==> src/rtl/mux16_rr_arbiter.sv <==
// Round-robin arbiter that owns the select of a shared 16:1 bit mux.
// Grant tenure is bounded by MAX_HOLD whenever another eligible requester is waiting.
module mux16_rr_arbiter #(
   parameter int MAX_HOLD = 8
) (
   input  logic        clk,
   input  logic        rst,
   input  logic        en,
   input  logic [15:0] req,
   input  logic        cfg_we,
   input  logic [15:0] cfg_data,
   output logic [3:0]  sel,
   output logic [15:0] gnt,
   output logic        busy,
   output logic [15:0] mask
);

   localparam int CW = (MAX_HOLD < 2) ? 1 : $clog2(MAX_HOLD + 1);
   localparam logic [CW-1:0] HOLD_LIMIT = CW'(MAX_HOLD);

   typedef enum logic [0:0] {
      IDLE  = 1'b0,
      GRANT = 1'b1
   } state_t;

   state_t         state_r, state_nxt_s;
   logic [3:0]     ptr_r, ptr_nxt_s;
   logic [CW-1:0]  cnt_r, cnt_nxt_s;
   logic [3:0]     sel_r, sel_nxt_s;
   logic [15:0]    gnt_r, gnt_nxt_s;
   logic           busy_r, busy_nxt_s;
   logic [15:0]    mask_r;
   logic [15:0]    elig_s, owner_oh_s, others_s;
   logic           release_s;
   logic [4:0]     pick_idle_s, pick_hand_s;

   // First set bit of vec scanning start+1, start+2, ... wrapping at 16; bit 4 flags a hit.
   function automatic logic [4:0] rr_pick(input logic [15:0] vec, input logic [3:0] start);
      logic [4:0] res;
      logic [3:0] idx;
      res = 5'd0;
      for (int i = 1; i <= 16; i++) begin
         idx = start + i[3:0];
         if (!res[4] && vec[idx]) begin
            res = {1'b1, idx};
         end else begin
            res = res;
         end
      end
      return res;
   endfunction

   assign elig_s      = req & mask_r;
   assign owner_oh_s  = 16'h0001 << sel_r;
   assign others_s    = elig_s & ~owner_oh_s;
   assign pick_idle_s = rr_pick(elig_s, ptr_r);
   assign pick_hand_s = rr_pick(others_s, sel_r);
   // Release order mirrors priority: disable, owner drop or mask-out, then hold expiry.
   assign release_s   = !en || !req[sel_r] || !mask_r[sel_r] ||
                        ((cnt_r == HOLD_LIMIT) && (others_s != 16'h0000));

   // Next-state and next-output decode for the grant FSM.
   always_comb begin
      state_nxt_s = state_r;
      ptr_nxt_s   = ptr_r;
      cnt_nxt_s   = cnt_r;
      sel_nxt_s   = sel_r;
      case (state_r)
         IDLE: begin
            if (en && pick_idle_s[4]) begin
               state_nxt_s = GRANT;
               sel_nxt_s   = pick_idle_s[3:0];
               cnt_nxt_s   = CW'(1'b1);
            end else begin
               state_nxt_s = IDLE;
            end
         end
         GRANT: begin
            if (release_s) begin
               ptr_nxt_s = sel_r;
               if (en && pick_hand_s[4]) begin
                  state_nxt_s = GRANT;
                  sel_nxt_s   = pick_hand_s[3:0];
                  cnt_nxt_s   = CW'(1'b1);
               end else begin
                  state_nxt_s = IDLE;
                  cnt_nxt_s   = '0;
               end
            end else if (cnt_r != HOLD_LIMIT) begin
               cnt_nxt_s = cnt_r + CW'(1'b1);
            end else begin
               cnt_nxt_s = cnt_r;
            end
         end
         default: begin
            state_nxt_s = IDLE;
            cnt_nxt_s   = '0;
         end
      endcase
      busy_nxt_s = (state_nxt_s == GRANT);
      if (busy_nxt_s) begin
         gnt_nxt_s = 16'h0001 << sel_nxt_s;
      end else begin
         gnt_nxt_s = 16'h0000;
      end
   end

   // State, pointer, counter, mask and registered outputs.
   always_ff @(posedge clk) begin
      if (rst) begin
         state_r <= IDLE;
         ptr_r   <= 4'd15;
         cnt_r   <= '0;
         sel_r   <= 4'd0;
         gnt_r   <= 16'h0000;
         busy_r  <= 1'b0;
         mask_r  <= 16'hFFFF;
      end else begin
         state_r <= state_nxt_s;
         ptr_r   <= ptr_nxt_s;
         cnt_r   <= cnt_nxt_s;
         sel_r   <= sel_nxt_s;
         gnt_r   <= gnt_nxt_s;
         busy_r  <= busy_nxt_s;
         if (cfg_we) begin
            mask_r <= cfg_data;
         end else begin
            mask_r <= mask_r;
         end
      end
   end

   assign sel  = sel_r;
   assign gnt  = gnt_r;
   assign busy = busy_r;
   assign mask = mask_r;

endmodule

==> config.mk <==
export PLATFORM = sky130hd
export DESIGN_NAME = mux16_rr_arbiter
export DESIGN_NICKNAME = d
export VERILOG_FILES = /design/src/rtl/mux16_rr_arbiter.sv
export SDC_FILE = /design/constraint.sdc
export NUM_CORES = 1
export LEC_CHECK = 0
export CORE_MARGIN = 2
export CORE_UTILIZATION = 29
export CTS_CLUSTER_SIZE = 30
export DETAILED_ROUTE_END_ITERATION = 7
export GPL_TIMING_DRIVEN = 0
export HOLD_SLACK_MARGIN = 0.02
export PLACE_DENSITY = 0.48
export SYNTH_ARGS = -nofsm -noshare
export SYNTH_HDL_FRONTEND = slang
export SYNTH_SLANG_ARGS = --single-unit
==> constraint.sdc <==
create_clock -name clk -period 15 [get_ports clk]
set_input_delay 3 -clock clk [delete_from_list [all_inputs] [get_ports clk]]
set_output_delay 3 -clock clk [all_outputs]
set_load 0.005 [all_outputs]
; ---- Yosys cells after proc, flatten, opt, wreduce, memory -nomap -nowiden
; Index checks and enable logic that the tools add are counted.
[op_classes]
addsub = 31
n_eq_ne = 4
mux = 113
shift = 2
n_reduce_logical = 73
bitwise_logic = 5
order_cmp = 32
[op_table]
columns = cell, n
row1 = < comparator 4 x 5 -> 1 bit (second input constant), 32
row2 = two-way mux 5 bit, 32
row3 = binary-select mux 1 bit (select 4 bit), 34
row4 = adder 4 bit (second input constant), 16
row5 = two-way mux 1 bit, 38
row6 = logical AND 1 bit, 33
row7 = logical NOT 1 bit, 33
row8 = adder 4 x 3 -> 4 bit (second input constant), 8
row9 = AND 16 bit, 2
row10 = << shifter 1 x 4 -> 16 bit (first input constant), 2
row11 = two-way mux 4 bit, 6
row12 = adder 4 x 2 -> 4 bit (second input constant), 4
row13 = inverter 16 bit, 1
row14 = one-hot mux 4 bit (2 select lines), 2
row15 = nonzero test 16 bit, 1
row16 = adder 4 x 1 -> 4 bit (second input constant), 3
row17 = == test 4 bit (second input constant), 1
row18 = != test 4 bit (second input constant), 1
row19 = AND reduction 2 bit, 2
row20 = logical OR 1 bit, 3
row21 = != test 3 x 1 -> 1 bit (second input constant), 1
row22 = != test 2 bit (second input constant), 1
row23 = inverter 1 bit, 2
row24 = one-hot mux 1 bit (2 select lines), 1
row25 = OR reduction 2 bit, 1
[word_totals]
in_bits = 36
reg_bits = 45
output_inout_bits = 37

; ---- Depth between registers and ports, before layout
; Gate-level depths: netlist (run 1).
[depth]
depth_word = 57
ltp_mapped = 20
depth_no_buf = 13

; ---- Least setup slack after synthesis (run 1)
; Ideal clock, no wire load.
[synth_timing]
path_type = input -> register
from = input req[11]
to = register gnt_r[1] (netlist: gnt[1])
slack_ns = 8.665
stages = 12
path_buffers = 1
t_arrival_ns = 6.254
setup_ns = 0.080
cell_sequence = and2_1 mux4_2 a2bb2oi_1 nand2_1 or3_4 or3b_1 buf_6 o221a_1 or3_1 o211a_2 or4b_4 nor3_1
[synth_between]
elab_chain_len = 56
word_cells_on_any_way = 179
cone_classes = shift (1) / mux (106) / bitwise (3) / reduce/logical (69)
[synth_lines]
columns = item, line
row1 = from (decl), 9  ; input logic [15:0] req,
row2 = AND 16 bit, 53  ; assign elig_s = req & mask_r;
row3 = AND 16 bit, 55  ; assign others_s = elig_s & ~owner_oh_s;
row4 = binary-select mux 1 bit (select 4 bit), 44  ; if (!res[4] && vec[idx]) begin
row5 = two-way mux 1 bit (not written as such), 44
row6 = two-way mux 5 bit, 44
row7 = logical NOT 1 bit, 44
row8 = logical AND 1 bit, 44
row9 = two-way mux 5 bit, 44
row10 = [40 not listed], --
row11 = logical AND 1 bit, 44
row12 = two-way mux 5 bit, 44
row13 = logical AND 1 bit, 81  ; if (en && pick_hand_s[4]) begin
row14 = two-way mux 1 bit, 81
row15 = two-way mux 1 bit, 79  ; if (release_s) begin
row16 = one-hot mux 1 bit (2 select lines), 68  ; case (state_r)
row17 = inverter 1 bit (no line), --
row18 = OR reduction 2 bit (no line), --
row19 = to (signal assigned), 123  ; gnt_r <= gnt_nxt_s;
row20 = to (decl), 30  ; logic [15:0] gnt_r, gnt_nxt_s;
; Several ways; a longest one is shown, not always the timed one. The select of a mux whose other input is x is not followed.
; A chain may end at the register's enable or synchronous reset.

; ---- Worst setup path in the final report (run 1)
[layout_timing]
from = input req[12]
to = register gnt_r[10] (netlist: gnt[10])
; Same word-level chain as after synthesis.

==> results of run 1 <==
==> cells by family (layout without fill, tap and decap cells) <==
logic type               count (synthesis)  in the layout  synth area share
flip-flops                              45             45             0.123
buffers and inverters                   82            160            0.0505
multiplexers                            84             84             0.187
XOR/XNOR                                28             28            0.0367
AND/OR/NAND/NOR                        423            423             0.316
AO/OA/AOI/OAI                          245            245             0.250
adder cells (fa/ha/maj)                 21             21            0.0360
==> critical path: stages <==
cell	delay, ns
clkdlybuf4s50_1	0.52
nand2_1	0.23
o32ai_1	0.69
o22ai_1	0.20
nor4_2	0.95
nor3_1	0.26
nand4_1	0.22
buf_2	0.23
nor3_1	0.11
a22o_1	0.25
a2111oi_2	0.60
a2111o_1	0.17
buf_2	0.21
nor3_1	0.08
==> cell type report <==
cell class	instances	area, sq um	share of cell area
inverters	21	78.8	0.00919
clock buffers	5	125	0.0146
clock inverters	3	25.0	0.00292
multi-input cells	801	6040	0.705
plain buffers	61	290	0.0339
flip-flops and latches	45	901	0.105
well taps	330	413	0.0482
repair buffers	70	701	0.0817
==> worst min-delay path by stage <==
stage                               start                    end  cells past startpoint
global placement    cnt_r[1]$_SDFFE_PP0P_  cnt_r[1]$_SDFFE_PP0P_                      2
finish              cnt_r[1]$_SDFFE_PP0P_  cnt_r[1]$_SDFFE_PP0P_                      2
floorplan           cnt_r[2]$_SDFFE_PP0P_  cnt_r[2]$_SDFFE_PP0P_                      2
global route        cnt_r[2]$_SDFFE_PP0P_  cnt_r[2]$_SDFFE_PP0P_                      2
detailed placement  cnt_r[1]$_SDFFE_PP0P_  cnt_r[1]$_SDFFE_PP0P_                      2
CTS                 cnt_r[1]$_SDFFE_PP0P_  cnt_r[1]$_SDFFE_PP0P_                      2
==> stage by stage <==
step	setup WS (ns)	hold WS [ns]	total power, mW	util	cell area (sq um)
after floorplan	8.67	0.461	1.41	-	7300
after global placement	6.65	0.478	1.91	0.337	8420
after detailed placement	7.26	0.481	1.90	0.337	8420
after CTS	7.59	0.492	2.03	0.343	8570
after global routing	7.16	0.538	2.22	0.343	8570
final	7.43	0.492	2.08	0.343	8570
==> synthesized netlist by cell type, drive strengths merged (4+ instances only) <==
master	n	share of area
nand3	39	0.027
o22ai	32	0.027
o21a	5	0.0051
and3	4	0.0034
and3b	8	0.0096
nor2	62	0.032
a211oi	12	0.012
a31oi	16	0.014
clkbuf	32	0.016
o31ai	7	0.0072
nor4	14	0.012
or3	13	0.012
mux2	10	0.016
xnor2	21	0.027
nor3	46	0.033
a2111oi	5	0.0094
a211o	5	0.0060
o211ai	19	0.020
ha	21	0.036
nand4	24	0.021
o32ai	14	0.018
buf	29	0.023
o221ai	7	0.0084
o21bai	4	0.0041
mux4	39	0.12
nand2	101	0.052
mux2i	35	0.048
a21oi	34	0.023
nand4b	13	0.016
xor2	7	0.0094
inv	19	0.0098
nand3b	16	0.020
nor2b	6	0.0051
nand2b	20	0.017
and2	27	0.023
a21o	4	0.0041
o21ai	20	0.014
o2111ai	8	0.0096
a2bb2oi	6	0.0072
nor3b	6	0.0075
dfxtp	45	0.12
or2	8	0.0069
==> state kept, by name, indices dropped and copies added (netlist names) <==
name / flops
busy: 1
cnt_r: 4
sel: 4
gnt: 16
ptr_r: 4
mask: 16
==> layer usage <==
| layer | global-route usage | up-vias | share of wire |
|---|---|---|---|
| li1 | - | 3823 | - |
| met5 | 0 | - | 0 |
| met1 | 0.323 | 4085 | 0.44 |
| met4 | 0.0805 | 0 | 0.031 |
| met3 | 0.0354 | 60 | 0.071 |
| met2 | 0.380 | 386 | 0.46 |
==> cells in the final DEF, fill, tap and decap left out, types with 21 or more instances in the layout <==
master	synthesis	routed
nand2_1	101	101
clkdlybuf4s50_1	0	70
nor2_1	62	62
dfxtp_1	45	45
nor3_1	44	44
nand3_1	39	39
mux2i_1	35	35
mux4_2	34	34
a21oi_1	34	34
clkbuf_1	32	32
o22ai_1	32	32
and2_1	26	26
nand4_1	24	24
ha_1	21	21
==> power groups by stage <==
| stage | clock (mW) | sequential (mW) | combinational [mW] |
|---|---|---|---|
| floorplan | 0 | 0.153 | 1.26 |
| global placement | 0 | 0.164 | 1.75 |
| detailed placement | 0 | 0.163 | 1.73 |
| CTS | 0.124 | 0.161 | 1.74 |
| global route | 0.128 | 0.164 | 1.93 |
| finish | 0.121 | 0.161 | 1.80 |
==> results by group, run 1 <==
Hold path
  – Hold Crit Class: flip-flop to flip-flop

Timing
  – Hold Fails Final Rpt: 0
  – Setup TNS: 0 ns
  – Worst Clk Skew: around 0.012 ns
  – Slew margin rel.: 0.108
  – RSZ-0062 raised after global routing: no
  – Peak Freq: about 0.13 GHz
  – Final min period: about 7.6 ns
  – Final setup vio count: 0
  – Worst Tran Pin Value: 1.33 ns
  – Final period utilization: 0.504
  – Slew Viols, Final: 0

Power
  – P_int: 864 uW
  – Power share of the combinational group: 0.865
  – Net Sw Frac: 0.585
  – VDD IR max: between 90 and 100 uV
  – Psw: 1.22 mW
  – Leakage: 3.05 nW
  – Power share of the clock group: 0.058
  – Seq pwr share: 0.077
  – Pwr dens: roughly 240 mW/mm^2

Worst setup path
  – R2R cell count: 20
  – Worst setup SP type: primary input
  – R2R Setup Slk: between 8 and 9 ns
  – Worst Path Required: 15.19 ns
  – Critical Path Source: req[12]
  – Crit Reg-Reg Startpoint: sel[1]$_SDFF_PP0_
  – Crit path max fanout: 10
  – Crit path DAT: 7.75 ns
  – Worst setup path endpoint: gnt[10]$_SDFF_PP0_
  – CP Capture Type: flip-flop
  – WS Path Type: primary input to flip-flop
  – Reg-to-Reg End: gnt[10]$_SDFF_PP0_

Final layout
  – # diodes: 0
  – P&R area growth vs syn: 17.4%
  – Fin nets: 1062
  – Filler cells: 2705
  – Share of cells above drive strength 1: 0.100
  – Final Non-Filler Cells: 1336

GRT
  – Pin count of the biggest net entering global routing: 17
  – Number of global-route vias before repair: 7817
  – First-pass GRT wire length: 48000 um
  – Initial antenna violation count: 0
  – GRT Residual Overflow: 0
  – GRT Overall Usage: 0.236

Die
  – Die Wd: between 150 and 200 um
  – Row cnt: between 50 and 60
  – Core area: 0.0250 sq mm
  – Ports: 73
  – Die extent in y: 163 um
  – Full die area: about 0.026 sq mm
  – Initial Util: 0.293

Yosys
  – Async SR Flop Fraction: 0
  – Syn Area/Cell: approximately 7.9 sq um
  – Number of synthesized register bits: 45
  – Post-Syn Area: 0.00730 sq mm
  – Post-synth EDFFs: 0
  – Register area share after synthesis: 0.123
  – Distinct cells, synth: 96
  – Post-Syn Instances: 928
  – Synth warn: 0
  – Top_reg_cell synth: dfxtp_1
  – Post-Syn Nets: ~1000

Place
  – Dpl cells: 1328
  – Routability Congestion: 0.943
  – HPWL Detailed: 25100 um
  – Port bufs: 70

Detailed routing
  – Starting DRT DRC Count: 975
  – Via count: 8354
  – TritonRoute pass-1 iters: 6
  – Detail Route Antenna Nets: 0
  – Final WL: about 32000 um
  – # DRC: 0
  – DR vias/cell: about 6.3
  – Avg WL per Cell: 23.7 um

Clock tree
  – Clk buf depth: 2
  – Setup bufs post-CTS: 0
  – Sink Count: 45
  – Hold-fix buffers, CTS: 0
  – H-tree depth: 2
  – Clk_lat worst skew: 0.31 ns
  – CTS tree: built
  – Worst-path clk slew: 0.08 ns
  – Post_cts resized: 0
  – Root Driver: clkbuf_16
  – CTS Buf Count: 5

Outcome
  – Status: complete, no violations

Job
  – Max-cap check violation count: 0
No activity file was read; power rests on OpenSTA's default activity.
==> inputs of run 2 (changes only) <==
Clock period 15 ns to 7.9 ns, I/O delays scaled along.
==> results of run 2 <==
The final DEF is identical to that of run 1. Status: complete, no violations.
Among the figures that moved: setup slack after placement 7.26 ns -> 1.21 ns; setup slack after layout 7.43 ns -> 1.04 ns; start point of the critical path req[12] -> sel[1]$_SDFF_PP0_; register-to-register setup slack 8.14 ns -> 1.04 ns; total power 2.08 mW -> 3.95 mW; worst IR drop on VDD 94.9 uV -> 180 uV
==> inputs of run 3 (changes only) <==
Settings changed: CTS_CLUSTER_SIZE 30 to 28.
==> results of run 3 <==
The final DEF is identical to that of run 1. Status: complete, no violations.
Among the figures that moved: setup slack after placement 7.26 ns -> 1.21 ns; setup slack after layout 7.43 ns -> 1.04 ns; start point of the critical path req[12] -> sel[1]$_SDFF_PP0_; register-to-register setup slack 8.14 ns -> 1.04 ns; total power 2.08 mW -> 3.95 mW; worst IR drop on VDD 94.9 uV -> 180 uV
==> edit 1: new RTL, flow settings as in run 3 <==
The parameter `MAX_HOLD` goes from 8 to 4.
--- a/src/rtl/mux16_rr_arbiter.sv
+++ b/src/rtl/mux16_rr_arbiter.sv
@@ -1,7 +1,7 @@
 // Round-robin arbiter that owns the select of a shared 16:1 bit mux.
 // Grant tenure is bounded by MAX_HOLD whenever another eligible requester is waiting.
 module mux16_rr_arbiter #(
-   parameter int MAX_HOLD = 8
+   parameter int MAX_HOLD = 4
 ) (
    input  logic        clk,
    input  logic        rst,
Function: changed (Yosys sat finds a counterexample within 10 cycles, from zero or initial values and one cycle with rst high).
==> edit 1 against run 3 <==
Synthesized cell count grew 3.4%; hold slack gained 39 ps; total power grew 5.1%; global-route usage grew 0.80 points; maximum frequency grew 7.8%; clock skew shrank 3.6 ps; synthesized area grew 0.62%; cell area grew 0.82%; final cell count grew 2.5%; routed wire length grew 3.0%; first-iteration DRC count grew 20%; sequential cell count shrank 1; setup slack gained 500 ps; utilization grew 0.18 points; critical path type unchanged.
==> edit 1: results (changes against run 3) <==
[power]
leakagePower_nw = 3.162  ; +3.8%
irDropWorstVdd_mv = 0.3059  ; +70%
power.combinational.fraction = 0.866  ; about the same

[layout]
seq-cell-share = 0.1019  ; -0.003167
num-nonclk-buffers = 129  ; -1.5%
n_multi_input_combinational_cell = 836  ; +4.4%
inverters_excl_clock = 22  ; +4.8%
area_share_clock_buf_inv = 0.01983  ; +0.002319
fillCellCount = 2712  ; +0.26%
post_route_cells_drive_above_1_share = 0.1039  ; +0.003548

[placement]
hpwl_um = 25780  ; +2.8%
routabilityCongestion = 0.9351  ; -0.79%
buffer_ports.inserted = 71  ; +1.4%

[run_status]
result_of_the_run = finished clean

[worst_setup_path]
critical-path-max-stage-delay_ps = 640  ; -130 ps
worst_setup_path_startpoint = sel[0]$_SDFF_PP0_
worst_ep_arrival_time_ps = 6540  ; -510 ps
endpoint_of_the_worst_register_to_register_path = gnt[4]$_SDFF_PP0_
cpLargestDelayFamily = simple AND/OR/NAND/NOR gates
critical_path.max_fanout = 12  ; -3
reg2reg_from = sel[0]$_SDFF_PP0_

[synth]
ys_types = 94  ; -2.1%
synth.top_cells.by_area = sky130_fd_sc_hd__dfxtp_1 (12%), sky130_fd_sc_hd__mux4_2 (8.6%), sky130_fd_sc_hd__nand2_1 (6.0%)
synth-adder-area-share = 0.03575  ; -0.0002205
ys_top_cells_by_count = sky130_fd_sc_hd__nand2_1 (117), sky130_fd_sc_hd__nor2_1 (61), sky130_fd_sc_hd__nand3_1 (45), sky130_fd_sc_hd__nand4_1 (45), sky130_fd_sc_hd__dfxtp_1 (44)
synth_compound_area_frac = 0.2620  ; +0.01157
ys_seq_area_frac = 0.1199  ; -0.003480

[grt]
grt_max_degree = 16  ; -1
grt_util_met2 = 0.3914  ; +0.01144
number_of_global_route_vias_before_repair = 8193  ; +4.8%
gr_util_met1 = 0.3404  ; +0.01741

[routing]
vias = 8696  ; +4.1%
route.met3.wl_um = 2219  ; -0.58%
wire_per_inst_um = 23.79  ; +0.53%
met2WireLength_um = 14860  ; +2.7%
drt-initial-drc-count = 1170  ; +20%
met1_length_um = 14650  ; +5.2%

[timing]
worst_clock_skew_ps = 8.886  ; -3.567 ps
worst_slew_margin_rel = 0.1500  ; +0.04185
hold-worst-slack_ps = 530.2  ; +38.66 ps

edit 1: changes by cell type in the layout (fill, tap and decap cells not counted), moves of 8 or more:
cell / change
sky130_fd_sc_hd__or3_1: -8
sky130_fd_sc_hd__nand3b_1: +9
sky130_fd_sc_hd__and3_1: +10
sky130_fd_sc_hd__o22ai_1: -20
sky130_fd_sc_hd__nand2_1: +16
sky130_fd_sc_hd__o21a_1: +8
sky130_fd_sc_hd__nand4_1: +21
edit 1: how the worst max path moves through the flow:
| stage | end | slack [ps] | cells after the start |
|---|---|---|---|
| 2_1_floorplan | gnt[12]$_SDFF_PP0_ | 3180 | 15 |
| 3_3_place_gp | gnt[4]$_SDFF_PP0_ | 1620 | 15 |
| 3_5_place_dp | gnt[4]$_SDFF_PP0_ | 1660 | 15 |
| 4_1_cts | gnt[4]$_SDFF_PP0_ | 1630 | 15 |
| 5_1_grt | gnt[7]$_SDFF_PP0_ | 1150 | 16 |
| 6_report | gnt[4]$_SDFF_PP0_ | 1530 | 15 |
edit 1: through the flow:
stage | utilization | total power [mW] | area, um2 | setup slack (ps) | cells
6_report | 0.3453 | 4.155 | 8645 | 1533 | 1369
5_1_grt | 0.3453 | 4.442 | 8645 | 1149 | 1369
3_3_place_gp | 0.3384 | 3.816 | 8473 | 1624 | 1361
3_5_place_dp | 0.3384 | 3.783 | 8473 | 1661 | 1361
2_1_floorplan | - | 2.802 | 7350 | 3180 | 960
4_1_cts | 0.3453 | 4.060 | 8645 | 1631 | 1369
edit 1: tightest hold or removal path, stage by stage (launching register included):
cell and delay [ps]:
sky130_fd_sc_hd__dfxtp_1 360, sky130_fd_sc_hd__a32oi_1 70, sky130_fd_sc_hd__nor2_1 70
==> edit 2: new RTL, flow settings as in run 3 <==
Made on the original files. Register the inputs `cfg_we` and `cfg_data` before use, without a reset. The logic sees them one clock later. The other inputs are not delayed to match.
--- a/src/rtl/mux16_rr_arbiter.sv
+++ b/src/rtl/mux16_rr_arbiter.sv
@@ -22,6 +22,14 @@
       IDLE  = 1'b0,
       GRANT = 1'b1
    } state_t;
+
+   logic cfg_we_q;
+   logic [15:0] cfg_data_q;
+
+   always_ff @(posedge clk) begin
+      cfg_we_q   <= cfg_we;
+      cfg_data_q <= cfg_data;
+   end
 
    state_t         state_r, state_nxt_s;
    logic [3:0]     ptr_r, ptr_nxt_s;
@@ -122,8 +130,8 @@
          sel_r   <= sel_nxt_s;
          gnt_r   <= gnt_nxt_s;
          busy_r  <= busy_nxt_s;
-         if (cfg_we) begin
-            mask_r <= cfg_data;
+         if (cfg_we_q) begin
+            mask_r <= cfg_data_q;
          end else begin
             mask_r <= mask_r;
          end
Function: changed (Yosys sat finds a counterexample within 4 cycles, from zero or initial values and one cycle with rst high).
==> edit 2 against run 3 <==
Setup slack got worse by 730 ps; total power increased by 10%; synthesized cell count increased by 23%; synthesized area increased by 19%; routed wire length increased by 40%; cell area increased by 18%; count of clock-buffer cells in the layout increased by 5; critical endpoint is now gnt[2]$_SDFF_PP0_; sequential share of layout area increased by 1.7 points; critical path type unchanged; sequential cell count increased by 17.
==> edit 2: results (changes against run 3) <==
[placement]
buffer_ports.inserted = 69  ; -1.4%
routabilityCongestion = 0.9985  ; +5.9%
hpwl_um = 33270  ; +33%

[clock_tree]
insertion_delay_ps = 350  ; +40 ps
h-tree-depth = 3  ; +1
clk_transition_reported_paths_ps = 50  ; -30 ps
cts-buffers-inserted = 9  ; +4

[grt]
grt_max_degree = 16  ; -1
gr_util_met1 = 0.3722  ; +0.04915
grt.total_usage = 0.2807  ; +0.04446
grt_use_met3 = 0.06229  ; +0.02689
grt_pass1_wl_um = 65290  ; +36%
grt_util_met2 = 0.4259  ; +0.04590
number_of_global_route_vias_before_repair = 10030  ; +28%

[power]
leakagePower_nw = 3.598  ; +18%

[synth]
ys_seq_area_frac = 0.1426  ; +0.01930
synth_fp_nets = 1198  ; +22%
synth.top_cells.by_area = sky130_fd_sc_hd__dfxtp_1 (14%), sky130_fd_sc_hd__mux4_2 (10%), sky130_fd_sc_hd__nand2_1 (4.3%)
syn_avg_cell_area_um2 = 7.627  ; -3.1%
ys_top_cells_by_count = sky130_fd_sc_hd__nand2_1 (99), sky130_fd_sc_hd__nor2_1 (94), sky130_fd_sc_hd__o21ai_0 (64), sky130_fd_sc_hd__dfxtp_1 (62), sky130_fd_sc_hd__nand3_1 (56)

[worst_setup_path]
endpoint_of_the_worst_register_to_register_path = gnt[2]$_SDFF_PP0_
timing.critical_path.slowest_stage_cell = sky130_fd_sc_hd__buf_1
worst_ep_arrival_time_ps = 7860  ; +810 ps
critical_path.max_fanout = 12  ; -3
timing.critical_path.to = gnt[2]$_SDFF_PP0_
worst-r2r-setup-slack_ps = 300  ; -730 ps
reg2reg_from = sel[0]$_SDFF_PP0_
worstRegToRegCells = 21  ; +5.0%

[routing]
avgViaCountPerCell = 6.481  ; +3.7%
wire_per_inst_um = 27.38  ; +16%
drt-initial-drc-count = 1233  ; +26%
wirelength_um = 44300  ; +40%

[timing]
worstMarginPinSlew_ps = 1187  ; -139.1 ps
hold-worst-slack_ps = 435.9  ; -55.65 ps

[layout]
design.final.nets = 1278  ; +20%
post_route_cells_drive_above_1_share = 0.1166  ; +0.01624

[run_status]
result_of_the_run = finished clean

-- edit 2: worst min-delay path by stage --
stage	startpoint	endpoint	depth (start not counted)
global route	cfg_data_q[1]$_DFF_P_	mask[1]$_SDFFE_PP1P_	1
detailed placement	cfg_data_q[7]$_DFF_P_	mask[7]$_SDFFE_PP1P_	1
finish	cfg_data_q[7]$_DFF_P_	mask[7]$_SDFFE_PP1P_	1
CTS	cfg_data_q[7]$_DFF_P_	mask[7]$_SDFFE_PP1P_	1
floorplan	cfg_data_q[3]$_DFF_P_	mask[3]$_SDFFE_PP1P_	1
global placement	cfg_data_q[7]$_DFF_P_	mask[7]$_SDFFE_PP1P_	1
-- edit 2: metal layers --
metal  up-vias  wire, um
met5         -         0
met4         0      2286
met3       146      4246
met2       656     19440
met1      5064     18330
li1       4621         -
-- edit 2: area by class of cell --
class,instances,area (um2)
well taps,390,488.0
inverters,23,86.33
clock buffers,10,229.0
plain buffers,95,430.4
flip-flops and latches,62,1241
diodes,2,5.005
fillers,3186,19400
repair buffers,69,690.7
clock inverters,6,38.79
multi-input cells,961,6950
-- edit 2: stage by stage --
stage	total power, mW	cell area [um2]	setup slack [ps]
6_report	4.355	10160	303.0
5_1_grt	4.614	10150	8.094
4_1_cts	4.241	10150	516.7
3_5_place_dp	3.860	9887	570.1
3_3_place_gp	3.885	9881	448.9
2_1_floorplan	2.806	8702	2344
-- edit 2: power by group through the flow --
stage	sequential (mW)	combinational (mW)	clock [mW]
3_5_place_dp	0.406	3.45	0
3_3_place_gp	0.407	3.48	0
4_1_cts	0.400	3.47	0.374
2_1_floorplan	0.382	2.42	0
6_report	0.400	3.59	0.364
5_1_grt	0.405	3.82	0.387
-- edit 2: kinds of logic after synthesis --
family                   Yosys count  share of synthesized area
multiplexers                      78                     0.1488
XOR/XNOR                          26                    0.02962
adder cells (fa/ha/maj)           21                    0.03019
flip-flops                        62                     0.1426
AO/OA/AOI/OAI                    336                     0.2798
AND/OR/NAND/NOR                  500                     0.3096
buffers and inverters            118                    0.05938
